`src/rtl/isa_pkg.sv`:
```
// Shared ISA definitions for the decode stage and the execute-stage ALU:
// opcodes, ALU modes, instruction field positions and the decode FSM states.
package isa_pkg;

    localparam int OPC_HI = 15;
    localparam int OPC_LO = 11;
    localparam int RD_HI  = 10;
    localparam int RD_LO  = 8;
    localparam int RS1_HI = 7;
    localparam int RS1_LO = 5;
    localparam int RS2_HI = 4;
    localparam int RS2_LO = 2;

    localparam logic [4:0] OP_NOP  = 5'b00000;
    localparam logic [4:0] OP_ADD  = 5'b00001;
    localparam logic [4:0] OP_SUB  = 5'b00010;
    localparam logic [4:0] OP_AND  = 5'b00011;
    localparam logic [4:0] OP_OR   = 5'b00100;
    localparam logic [4:0] OP_MOV  = 5'b00101;
    localparam logic [4:0] OP_LDM  = 5'b00110;
    localparam logic [4:0] OP_IADD = 5'b00111;

    localparam logic [1:0] ALU_ADD = 2'b00;
    localparam logic [1:0] ALU_SUB = 2'b01;
    localparam logic [1:0] ALU_AND = 2'b10;
    localparam logic [1:0] ALU_OR  = 2'b11;

    typedef enum logic {
        S_DECODE = 1'b0,
        S_IMM    = 1'b1
    } state_t;

endpackage

```
`src/rtl/reg_file.sv`:
```
// Architectural register file: one write port, two combinational read ports
// that forward write-back data written in the same cycle.
module reg_file #(
    parameter int DATA_W = 16,
    parameter int NREGS  = 8,
    parameter int AW     = $clog2(NREGS)
) (
    input  logic              clk,
    input  logic              rst_n,
    input  logic              i_wb_en,
    input  logic [AW-1:0]     i_wb_addr,
    input  logic [DATA_W-1:0] i_wb_data,
    input  logic [AW-1:0]     i_rd_addr1,
    input  logic [AW-1:0]     i_rd_addr2,
    output logic [DATA_W-1:0] o_rd_data1,
    output logic [DATA_W-1:0] o_rd_data2
);

    logic [DATA_W-1:0] r_mem [NREGS];

    always_ff @(posedge clk or negedge rst_n) begin
        if (!rst_n) begin
            for (int i = 0; i < NREGS; i++) r_mem[i] <= '0;
        end else if (i_wb_en) begin
            r_mem[i_wb_addr] <= i_wb_data;
        end
    end

    always_comb begin
        o_rd_data1 = (i_wb_en && i_wb_addr == i_rd_addr1) ? i_wb_data : r_mem[i_rd_addr1];
        o_rd_data2 = (i_wb_en && i_wb_addr == i_rd_addr2) ? i_wb_data : r_mem[i_rd_addr2];
    end

endmodule

```
`src/rtl/decode_stage.sv`:
```
// Instruction decode: register file read, one/two-word decode FSM and the
// ID/EX pipeline register (enable = !stall, clear = flush).
module decode_stage
    import isa_pkg::*;
#(
    parameter int DATA_W = 16,
    parameter int NREGS  = 8
) (
    input  logic              clk,
    input  logic              reset,
    input  logic [15:0]       instr_i,
    input  logic              instr_valid_i,
    input  logic              stall_i,
    input  logic              flush_i,
    input  logic              wb_en_i,
    input  logic [2:0]        wb_addr_i,
    input  logic [DATA_W-1:0] wb_data_i,
    output logic [DATA_W-1:0] Op1,
    output logic [DATA_W-1:0] Op2,
    output logic [1:0]        AlUmode,
    output logic [2:0]        rdst_o,
    output logic              wb_en_o,
    output logic              valid_o,
    output logic              imm_wait_o,
    output logic              illegal_o
);

    state_t            r_state, w_state_nxt;
    logic [4:0]        r_hold_opc;
    logic [2:0]        r_hold_rdst, r_hold_rs1;
    logic [DATA_W-1:0] r_op1_p1, r_op2_p1;
    logic [1:0]        r_mode_p1;
    logic [2:0]        r_rdst_p1;
    logic              r_wb_p1, r_vld_p1, r_illegal_p1;

    logic [4:0]        w_opc;
    logic [2:0]        w_rdst, w_rs1, w_rs2, w_rd_addr1;
    logic [DATA_W-1:0] w_rd_data1, w_rd_data2;
    logic [DATA_W-1:0] w_op1, w_op2;
    logic [1:0]        w_mode;
    logic [2:0]        w_rdst_nxt;
    logic              w_wb, w_vld, w_illegal, w_load;

    assign w_opc  = instr_i[OPC_HI:OPC_LO];
    assign w_rdst = instr_i[RD_HI:RD_LO];
    assign w_rs1  = instr_i[RS1_HI:RS1_LO];
    assign w_rs2  = instr_i[RS2_HI:RS2_LO];

    // The immediate word carries no register fields, so rs1 comes from the holding reg.
    assign w_rd_addr1 = (r_state == S_IMM) ? r_hold_rs1 : w_rs1;

    reg_file #(.DATA_W(DATA_W), .NREGS(NREGS)) u_rf (
        .clk        (clk),
        .rst_n      (reset),
        .i_wb_en    (wb_en_i),
        .i_wb_addr  (wb_addr_i),
        .i_wb_data  (wb_data_i),
        .i_rd_addr1 (w_rd_addr1),
        .i_rd_addr2 (w_rs2),
        .o_rd_data1 (w_rd_data1),
        .o_rd_data2 (w_rd_data2)
    );

    always_comb begin
        w_state_nxt = r_state;
        w_load      = 1'b0;
        w_op1       = '0;
        w_op2       = '0;
        w_mode      = ALU_ADD;
        w_rdst_nxt  = '0;
        w_wb        = 1'b0;
        w_vld       = 1'b0;
        w_illegal   = 1'b0;
        if (r_state == S_DECODE) begin
            if (instr_valid_i) begin
                case (w_opc)
                    OP_NOP: ;
                    OP_ADD, OP_SUB, OP_AND, OP_OR, OP_MOV: begin
                        w_vld      = 1'b1;
                        w_wb       = 1'b1;
                        w_rdst_nxt = w_rdst;
                        w_op1      = w_rd_data1;
                        if (w_opc != OP_MOV) w_op2 = w_rd_data2;
                        case (w_opc)
                            OP_SUB:  w_mode = ALU_SUB;
                            OP_AND:  w_mode = ALU_AND;
                            OP_OR:   w_mode = ALU_OR;
                            default: w_mode = ALU_ADD;
                        endcase
                    end
                    OP_LDM, OP_IADD: begin
                        w_load      = 1'b1;
                        w_state_nxt = S_IMM;
                    end
                    default: w_illegal = 1'b1;
                endcase
            end
        end else if (instr_valid_i) begin
            w_vld       = 1'b1;
            w_wb        = 1'b1;
            w_rdst_nxt  = r_hold_rdst;
            w_state_nxt = S_DECODE;
            if (r_hold_opc == OP_LDM) begin
                w_op1 = instr_i;
            end else begin
                w_op1 = w_rd_data1;
                w_op2 = instr_i;
            end
        end
    end

    // FSM state and two-word holding registers
    always_ff @(posedge clk or negedge reset) begin
        if (!reset) begin
            r_state     <= S_DECODE;
            r_hold_opc  <= '0;
            r_hold_rdst <= '0;
            r_hold_rs1  <= '0;
        end else if (flush_i) begin
            r_state     <= S_DECODE;
            r_hold_opc  <= '0;
            r_hold_rdst <= '0;
            r_hold_rs1  <= '0;
        end else if (!stall_i) begin
            r_state <= w_state_nxt;
            if (w_load) begin
                r_hold_opc  <= w_opc;
                r_hold_rdst <= w_rdst;
                r_hold_rs1  <= w_rs1;
            end
        end
    end

    // ID/EX boundary: stall holds, flush clears the control bits
    always_ff @(posedge clk or negedge reset) begin
        if (!reset) begin
            r_op1_p1     <= '0;
            r_op2_p1     <= '0;
            r_mode_p1    <= '0;
            r_rdst_p1    <= '0;
            r_wb_p1      <= 1'b0;
            r_vld_p1     <= 1'b0;
            r_illegal_p1 <= 1'b0;
        end else if (flush_i) begin
            r_wb_p1      <= 1'b0;
            r_vld_p1     <= 1'b0;
            r_illegal_p1 <= 1'b0;
        end else if (stall_i) begin
            r_illegal_p1 <= 1'b0;
        end else begin
            r_op1_p1     <= w_op1;
            r_op2_p1     <= w_op2;
            r_mode_p1    <= w_mode;
            r_rdst_p1    <= w_rdst_nxt;
            r_wb_p1      <= w_wb;
            r_vld_p1     <= w_vld;
            r_illegal_p1 <= w_illegal;
        end
    end

    assign Op1        = r_op1_p1;
    assign Op2        = r_op2_p1;
    assign AlUmode    = r_mode_p1;
    assign rdst_o     = r_rdst_p1;
    assign wb_en_o    = r_wb_p1;
    assign valid_o    = r_vld_p1;
    assign illegal_o  = r_illegal_p1;
    assign imm_wait_o = (r_state == S_IMM);

endmodule

```
`config.mk`:
```
export PLATFORM = sky130hd
export DESIGN_NAME = decode_stage
export DESIGN_NICKNAME = d
export VERILOG_FILES = /design/src/rtl/isa_pkg.sv /design/src/rtl/reg_file.sv /design/src/rtl/decode_stage.sv
export SDC_FILE = /design/constraint.sdc
export NUM_CORES = 1
export LEC_CHECK = 0
export CAP_MARGIN = 10
export CORE_MARGIN = 10
export CORE_UTILIZATION = 35
export DETAILED_ROUTE_END_ITERATION = 8
export GPL_ROUTABILITY_DRIVEN = 0
export SYNTH_ARGS = -nofsm -noshare
export SYNTH_HDL_FRONTEND = slang
export SYNTH_HIERARCHICAL = 1
export SYNTH_SLANG_ARGS = --single-unit
```
`constraint.sdc`:
```
create_clock -name clk -period 3.86 [get_ports clk]
set_input_delay 1.158 -clock clk [delete_from_list [all_inputs] [get_ports clk]]
set_output_delay 1.158 -clock clk [all_outputs]
set_load 0.01 [all_outputs]
```
==> results of run 1 <==
[final timing paths]
check / start / endpoint / slack [ps]
setup / recovery: instr_i[5] / Op1[4]$_DFFE_PN0P_ / 560
setup reg to reg: imm_wait_o$_DFFE_PN0P_ / Op1[4]$_DFFE_PN0P_ / 1130
hold reg to reg: AlUmode[0]$_DFFE_PN0P_ / AlUmode[0]$_DFFE_PN0P_ / 480
max in group asynchronous: reset / u_rf/r_mem[10]$_DFFE_PN0P_ / 2370
min in group asynchronous: reset / u_rf/r_mem[1]$_DFFE_PN0P_ / 690
hold / removal: AlUmode[0]$_DFFE_PN0P_ / AlUmode[0]$_DFFE_PN0P_ / 480
[power by group through the flow]
stage | sequential, mW | clock (mW) | combinational (mW)
floorplan | 2.37 | 0 | 0.888
global placement | 2.40 | 0 | 1.16
detailed placement | 2.44 | 0 | 1.20
CTS | 2.41 | 2.00 | 1.21
global route | 2.46 | 2.09 | 1.30
finish | 2.41 | 1.97 | 1.21
[kinds of logic (layout without fill, tap and decap cells)]
logic type / count (synthesis) / count (layout) / synth area share
compound gates: 72 / 72 / 0.0605
simple gates: 59 / 59 / 0.0398
buf+inv: 66 / 143 / 0.0380
flops: 179 / 179 / 0.456
mux: 259 / 259 / 0.399
other cells: 0 / 2 / 0
xor+xnor: 7 / 7 / 0.00625
[sequential cells by signal (all words and copies together), names as in the netlist, 2 cells and up]
name and cells:
AlUmode 2, Op1 16, Op2 16, r_hold_opc 5, r_hold_rdst 3, r_hold_rs1 3, rdst_o 3, u_rf/r_mem 128
[metrics by stage]
step / cells / util / hold slack (ps) / worst slack [ps]
final: 1099 / 0.423 / 482 / 555
after global routing: 1097 / 0.423 / 510 / 499
after CTS: 1097 / 0.423 / 485 / 582
after detailed placement: 1065 / 0.398 / 470 / 151
after global placement: 1065 / 0.398 / 453 / 191
after floorplan: 642 / - / 441 / 808
[cell type report]
class | count | area share
repair buffers | 108 | 0.0947
flip-flops and latches | 179 | 0.382
inverters | 3 | 0.000961
multi-input cells | 397 | 0.424
clock buffers | 18 | 0.0366
well taps | 378 | 0.0404
diodes | 2 | 0.000427
clock inverters | 14 | 0.0211
[layer usage]
metal  up-vias  share of wire  GRT usage
met3        23          0.050     0.0291
met5         -              0          0
met1      3328           0.45      0.194
met4         0          0.011     0.0388
li1       2662              -          -
met2       160           0.49      0.253
[Yosys cell counts (2+ instances only)]
cell type	n
nor2b_1	2
inv_1	3
a32oi_1	3
nand2_1	7
and3_1	2
a21oi_1	7
nor3_2	3
nor2_1	9
nor3_1	2
mux2_2	184
buf_4	5
nand4b_1	3
a221o_1	16
buf_2	13
buf_1	17
dfrtp_1	179
nand4_1	3
xnor2_1	7
clkbuf_1	16
buf_6	12
mux2_4	11
and2_1	17
nor3b_2	2
a21o_1	18
mux4_1	64
a22o_1	23
[worst max-delay path: stages]
cell,delay [ps]
clkdlybuf4s50_1,490
mux2_2,180
buf_12,270
mux4_1,630
mux2_2,290
mux2_2,260
a221o_1,300
==> out/qor.txt, run 1 <==
Post-route DRC: 0
number of flops mapped to enable cells by yosys: 0
Most used DFF post-synth: dfrtp_1
register area share after synthesis: 0.456
# clock sinks: 179
asr flop ratio synth: 1.00
commonest non-fill, non-tap cell in the layout: mux2_2
DRT iter0 DRCs: 323
pwr dens: 477 nW/µm²
DP Area: 11000 µm²
global-route usage over all layers: 0.150
maximum buffer depth of the clock tree: 2
first-pass GRT wire length: 41.5 mm
Avg Cell Area, Syn: 15.3 µm²
dominant cell type by area after synthesis: dfrtp_1
HPWL Detailed: 16.9 mm
r2r worst-path depth: 6
post-synthesis net count: 683
final setup fails: 0
Slew headroom: 0.521
total power draw: 5.59 mW
Final Slew Violations: 0
CTS H-tree depth: 4
Tightest Pin Transition: 715 ps
Crit path arrival time: 3600 ps
sequential cell area: 4480 µm²
Switching Power: 1.39 mW
I/O Pins: 82
total die area: 35100 µm²
fin crit period: 3300 ps
Mapped Cells: 642
Power Internal: 4.20 mW
max-cap violations: 0
number of fill cells: 2439
# port buffers: 81
hold path depth: 2
Clk pin slew, worst setup/hold paths: 70 ps
CORE AREA: 27700 µm²
synth-to-layout area growth: 19.4%
Detailed Routing Iterations Pass 1: 5
Antenna Nets Post-Route: 0
vias after detailed routing: 6173
CTS Buf Count: 17
HP Class: flop to flop
Leak: 5.12 nW
area occupied by multi-input gates: 4960 µm²
Max Fclk: 0.303 GHz
Die X: 187 µm
vias in the first global route: 6683
Final Hold Vio Count: 0
Initial Util: 0.354
sequential share of power: 0.432
Die Span Y: 187 µm
status: finished, final reports clean
area of the mapped netlist: 9820 µm²
post-cts resize count: 0
grt ovf: 0
Seq cells post-synth: 179
Hold-fix buffers, CTS: 0
post-route cell area: 11700 µm²
Skew-Pair Late Insertion Delay: 420 ps
Synth top area share: 0.456
RSZ-0062 raised after global routing: false
Gate power share: 0.216
Sw Ratio: 0.249
Crit Path Category: primary input to flop
Routed WL per cell: 24.1 µm
Post-Route Setup TNS: 0 ps
worst-path fanout max: 33
CP Capture Type: flop
Rows: 61
final net count: 747
antenna violations before repair: 3
clock power share: 0.353
CP Launch Type: primary input
Worst VDD drop: 0.314 mV
Netlist cell types: 40
buffer count from post-CTS setup fixing: 0
vias per std cell: 5.62
clock skew: 11.3 ps
top cells by area, synth: dfrtp_1, mux2_2, mux4_1
final period utilization: 0.856
commonest cells after routing, fill and taps aside: mux2_2, dfrtp_1, clkdlybuf4s50_1
largest net degree at the start of global routing: 68
drt total wl: 26.5 mm
clk root buf: clkbuf_16
CTS tree: yes
layout cell share with drive strength beyond 1: 0.369
worst endpoint required time: 4160 ps
Synth Warn #: 6
No activity file was read; power rests on OpenSTA's default activity.
==> run 2, diff against run 1 <==
--- a/config.mk
+++ b/config.mk
@@ -5,11 +5,13 @@
 export SDC_FILE = /design/constraint.sdc
 export NUM_CORES = 1
 export LEC_CHECK = 0
+export ABC_AREA = 1
 export CAP_MARGIN = 10
 export CORE_MARGIN = 10
 export CORE_UTILIZATION = 35
 export DETAILED_ROUTE_END_ITERATION = 8
 export GPL_ROUTABILITY_DRIVEN = 0
+export PLACE_DENSITY = 0.55
 export SYNTH_ARGS = -nofsm -noshare
 export SYNTH_HDL_FRONTEND = slang
 export SYNTH_HIERARCHICAL = 1
==> constraint.sdc (replaced) <==
create_clock -name clk -period 3.86 [get_ports clk]
set_input_delay 1.158 -clock clk [delete_from_list [all_inputs] [get_ports clk]]
set_output_delay 1.158 -clock clk [all_outputs]
set_load 0.005 [all_outputs]
==> run 2 against run 1 <==
  * Via count grew 76%
  * Wire length up 45%
  * Critical path depth down 6
  * Sequential cell count unchanged
  * First-iteration DRC count increased to 3.5 times the previous value
  * Utilization decreased by 0.85 points
  * Worst setup slack improved by 110 ps
  * Synthesized cell count grew to 2.6 times the previous value
  * Register-to-register slack got worse by 190 ps
  * Count of clock-buffer cells in the layout grew 3
  * Non-clock buffer count is 14 higher
  * Largest cell class unchanged
  * Highest routed layer unchanged
==> out/qor.txt, run 2 <==
final period utilization: 0.827
clock power share: 0.330
max layer used: met4
Seq cells post-synth: 179
CP max stage delay: 940 ps
max reg flops: 128
Antenna Nets Post-Route: 0
crit-path cells: clkdlybuf4s50_1
Max stage delay cell, worst path: dfrtp_1
max-cap violations: 0
synth-to-layout area growth: 16.2%
ant diodes: 0
final setup fails: 0
Synth Warn #: 6
Top delay family on crit path: flip-flops
# port buffers: 81
Final Hold Vio Count: 0
post-synthesis net count: 1717
commonest cells after routing, fill and taps aside: nand2_1, nand3_1, inv_1
Reg2Reg Setup Slack: 940 ps
largest net degree at the start of global routing: 69
Tightest Pin Transition: 910 ps
Detailed Routing Iterations Pass 1: 5
r2r worst-path depth: 14
vias in the first global route: 10600
RSZ-0062 raised after global routing: false
Gate power share: 0.243
Initial Util: 0.357
Rows: 64
Skew-Pair Late Insertion Delay: 430 ps
Slew headroom: 0.394
drt total wl: 38.3 mm
# clock sinks: 179
Final Slew Violations: 0
Critical R2R Capture: Op1[8]$_DFFE_PN0P_
CTS H-tree depth: 4
top cells by count, synth: nand2_1, nand3_1, inv_1, dfrtp_1, o21ai_0
Leak: 6.63 nW
worst r2r src: imm_wait_o$_DFFE_PN0P_
Sw Ratio: 0.329
Mapped Cells: 1676
register area share after synthesis: 0.408
vias after detailed routing: 10900
Crit path arrival time: 2040 ps
status: finished, final reports clean
grt ovf: 0
Clk pin slew, worst setup/hold paths: 70 ps
Max Fclk: 0.313 GHz
Synth top area share: 0.408
sequential share of power: 0.427
worst endpoint required time: 2700 ps
routed wl met2: 17.7 mm
dominant cell type by area after synthesis: dfrtp_1
layout cell share with drive strength beyond 1: 0.0650
CP Buf/Inv Count: 1
most numerous cell in the Yosys netlist: nand2_1
total power draw: 5.41 mW
HP Class: flop to flop
Hold WS: 482 ps
global-route usage over all layers: 0.197
post-cts resize count: 0
crit path launch: imm_wait_o$_DFFE_PN0P_
antenna violations before repair: 0
Avg Cell Area, Syn: 6.55 µm²
Worst VDD drop: 0.290 mV
top cells by area, synth: dfrtp_1, nand2_1, nand3_1
DRT iter0 DRCs: 1138
worst-path fanout max: 22
asr flop ratio synth: 1.00
maximum buffer depth of the clock tree: 2
I/O Pins: 82
pwr dens: 425 nW/µm²
buffer count from post-CTS setup fixing: 0
routed length on met3: 2.46 mm
fin crit period: 3190 ps
commonest non-fill, non-tap cell in the layout: nand2_1
CP Launch Type: flop
CTS tree: yes
Netlist cell types: 30
area of the mapped netlist: 11000 µm²
clk root buf: clkbuf_16
Post-route DRC: 0
WL met1: 17.6 mm
largest register by flop count: u_rf/r_mem
total die area: 38800 µm²
HPWL Detailed: 25.8 mm
Hold-fix buffers, CTS: 0
Power Internal: 3.63 mW
CORE AREA: 30700 µm²
Routed WL per cell: 18.1 µm
clock skew: 9.37 ps
Most used DFF post-synth: dfrtp_1
Die X: 197 µm
number of flops mapped to enable cells by yosys: 0
Setup crit end: imm_wait_o
CP Capture Type: output port
Crit Path Category: flop to output port
Switching Power: 1.78 mW
Post-Route Setup TNS: 0 ps
Die Span Y: 197 µm
CTS Buf Count: 17
Levels on crit path: 1
first-pass GRT wire length: 60.6 mm
vias per std cell: 5.13
final net count: 1753
-- run 2: final cells by class --
class	count	area (µm²)
Clock buffer	21	460
Clock inverter	10	124
Fill cell	3299	18000
Inverter	227	857
Multi-Input combinational cell	1165	5130
Sequential cell	179	4480
Tap cell	396	495
Timing Repair Buffer	122	1200
-- run 2: per-layer routing --
metal / global-route usage / up-vias
met4: 0.0496 / 0
met2: 0.315 / 356
met1: 0.274 / 5183
li1: - / 5294
met3: 0.0279 / 39
met5: 0 / -
-- run 2: worst register-to-register path, delay by kind of cell (launching register included) --
kind / cells / cell delay (ps)
buffers and inverters: 2 / 570
and+or+nand+nor: 11 / 1120
AOI/OAI and AO/OA: 1 / 180
DFF: 1 / 940
-- run 2: cell families (layout without fill, tap and decap cells) --
logic type,after synthesis,count (layout),synth area share
AO/OA/AOI/OAI,164,164,0.0788
buffers and inverters,332,380,0.126
flip-flops,179,179,0.408
AND/OR/NAND/NOR,1001,1001,0.387
-- run 2: power by group through the flow --
| stage | clock network [mW] | registers (mW) | logic [mW] |
|---|---|---|---|
| 6_report | 1.79 | 2.31 | 1.31 |
| 5_1_grt | 1.89 | 2.35 | 1.50 |
| 4_1_cts | 1.82 | 2.31 | 1.31 |
| 3_5_place_dp | 0 | 2.34 | 1.31 |
| 3_3_place_gp | 0 | 2.34 | 1.29 |
| 2_1_floorplan | 0 | 2.31 | 0.858 |
-- run 2: worst min path at each step --
stage | from | to | slack, ps | cells after the start
6_report | Op1[10]$_DFFE_PN0P_ | Op1[10]$_DFFE_PN0P_ | 480 | 2
4_1_cts | rdst_o[0]$_DFFE_PN0P_ | rdst_o[0]$_DFFE_PN0P_ | 490 | 2
5_1_grt | rdst_o[0]$_DFFE_PN0P_ | rdst_o[0]$_DFFE_PN0P_ | 510 | 2
3_5_place_dp | rdst_o[0]$_DFFE_PN0P_ | rdst_o[0]$_DFFE_PN0P_ | 470 | 2
2_1_floorplan | u_rf/r_mem[100]$_DFFE_PN0P_ | u_rf/r_mem[100]$_DFFE_PN0P_ | 450 | 2
3_3_place_gp | Op1[10]$_DFFE_PN0P_ | Op1[10]$_DFFE_PN0P_ | 460 | 2
-- run 2: metrics by stage --
stage                      util  area (µm²)  cells  setup slack [ps]
after floorplan               -       11000   1676              1280
after global routing      0.415       12700   2120               522
after global placement    0.396       12200   2089               346
after detailed placement  0.396       12200   2089               334
final                     0.415       12700   2120               667
after CTS                 0.415       12700   2120               667
==> run 3, diff against run 2 <==
==> constraint.sdc (replaced) <==
create_clock -name clk -period 3 [get_ports clk]
set_input_delay 0.9 -clock clk [delete_from_list [all_inputs] [get_ports clk]]
set_output_delay 0.9 -clock clk [all_outputs]
set_load 0.005 [all_outputs]
==> run 3 against run 2 <==
  * Non-clock buffer count rose by 45
  * Register-to-register slack lost 460 ps
  * First-iteration DRC count grew 8.6%
  * Design area increased by 3.8%
  * Combinational power up 35%
  * Highest routed layer unchanged
  * Critical path depth grew 17
  * Largest power group unchanged
  * Clock skew rose by 5.1 ps
  * Worst hold slack lost 81 ps
==> out/qor.txt, run 3 (same netlist as run 2, synthesis figures left out) <==
Worst VDD drop: 0.377 mV
post-cts resize count: 0
Detailed Routing Iterations Pass 1: 6
I/O Pins: 82
CP max stage delay: 510 ps
Crit Path Category: primary input to flop
layout cell share with drive strength beyond 1: 0.0899
HPWL Detailed: 27.0 mm
Finished Core Util: 0.430
Slew headroom: 0.582
CTS Buf Count: 17
total power draw: 7.08 mW
commonest cells after routing, fill and taps aside: nand2_1, nand3_1, inv_1
max reg flops: 128
Routed WL per cell: 18.2 µm
CORE AREA: 30700 µm²
r2r worst-path depth: 17
ant diodes: 0
Initial Util: 0.357
DP Area: 12600 µm²
vias in the first global route: 10600
CTS H-tree depth: 4
worst-path fanout max: 8
clk root buf: clkbuf_16
Die X: 197 µm
# clock sinks: 179
Final Hold Vio Count: 0
Die Span Y: 197 µm
final setup fails: 0
Clk pin slew, worst setup/hold paths: 70 ps
Reg2Reg Setup Slack: 480 ps
global-route usage over all layers: 0.203
Post-route DRC: 0
grt ovf: 0
crit-path cells: clkdlybuf4s50_1, inv_1, o21ai_2, buf_4, nand2_1, nand2_1, nor2_1, nand2_2, clkinv_2, buf_4, nand2_1, nand2_1, inv_1, nand2_1, nand3_1, nand2_1, nand2_1, nand2_1
Skew-Pair Late Insertion Delay: 450 ps
synth-to-layout area growth: 20.6%
worst endpoint required time: 3330 ps
drt total wl: 39.4 mm
Post-Route Setup TNS: 0 ps
Final Slew Violations: 0
maximum buffer depth of the clock tree: 2
buffer count from post-CTS setup fixing: 0
CTS tree: yes
max-cap violations: 0
clock skew: 14.5 ps
pwr dens: 535 nW/µm²
Gate power share: 0.250
Max stage delay cell, worst path: clkdlybuf4s50_1
status: finished, final reports clean
vias per std cell: 5.19
largest register by flop count: u_rf/r_mem
vias after detailed routing: 11200
sequential share of power: 0.420
HP Class: primary input to async pin
total die area: 38800 µm²
Max Fclk: 0.368 GHz
Tightest Pin Transition: 625 ps
Power Internal: 4.70 mW
final period utilization: 0.907
Rows: 64
CP Capture Type: flop
Antenna Nets Post-Route: 0
Crit path arrival time: 3050 ps
Critical R2R Capture: Op1[9]$_DFFE_PN0P_
first-pass GRT wire length: 62.2 mm
clock power share: 0.330
Hold WS: 401 ps
final net count: 1798
# port buffers: 81
Switching Power: 2.38 mW
Hold-fix buffers, CTS: 0
commonest non-fill, non-tap cell in the layout: nand2_1
Sw Ratio: 0.336
CP Launch Type: primary input
CP most frequent cell: nand2_1
fin crit period: 2720 ps
antenna violations before repair: 0
DRT iter0 DRCs: 1236
RSZ-0062 raised after global routing: false
Leak: 6.91 nW
worst r2r src: imm_wait_o$_DFFE_PN0P_
largest net degree at the start of global routing: 67
post-route cell area: 13200 µm²
==> run 3: final cells by class <==
class | instances | area (µm²)
fillers | 3259 | 17500
clock inverters | 14 | 168
inverters | 227 | 857
well taps | 396 | 495
repair buffers | 167 | 1680
multi-input cells | 1165 | 5130
flip-flops and latches | 179 | 4480
clock buffers | 17 | 425
==> run 3: how the worst max path moves through the flow <==
| stage | from | end | slack [ps] | cells after the start |
|---|---|---|---|---|
| floorplan | instr_i[7] | Op1[12]$_DFFE_PN0P_ | 680 | 17 |
| global placement | instr_i[7] | Op1[15]$_DFFE_PN0P_ | -100 | 18 |
| detailed placement | instr_i[6] | Op1[9]$_DFFE_PN0P_ | -150 | 18 |
| CTS | instr_i[6] | Op1[9]$_DFFE_PN0P_ | 300 | 18 |
| global route | instr_i[5] | Op1[0]$_DFFE_PN0P_ | 120 | 18 |
| finish | instr_i[6] | Op1[9]$_DFFE_PN0P_ | 280 | 18 |
==> run 3: routing by layer <==
metal / GRT usage / share of wire
met5: 0 / 0
met4: 0.0478 / 0.015
met1: 0.281 / 0.46
met2: 0.326 / 0.46
met3: 0.0319 / 0.064
==> run 3: critical path, delay by kind of cell <==
kind | cells | cell delay [ps]
and+or+nand+nor | 11 | 750
AOI/OAI and AO/OA | 1 | 210
buffers and inverters | 6 | 1180
==> run 3: stage by stage <==
step,cells,worst slack [ps]
after floorplan,1676,683
after global placement,2134,-104
after detailed placement,2134,-146
after CTS,2165,296
after global routing,2165,117
final,2165,280
==> run 3: power by group through the flow <==
stage	combinational (mW)	sequential, mW	clock [mW]
after global routing	2.02	3.02	2.48
after detailed placement	1.75	3.01	0
after global placement	1.73	3.01	0
after CTS	1.76	2.97	2.39
final	1.77	2.97	2.34
after floorplan	1.10	2.97	0
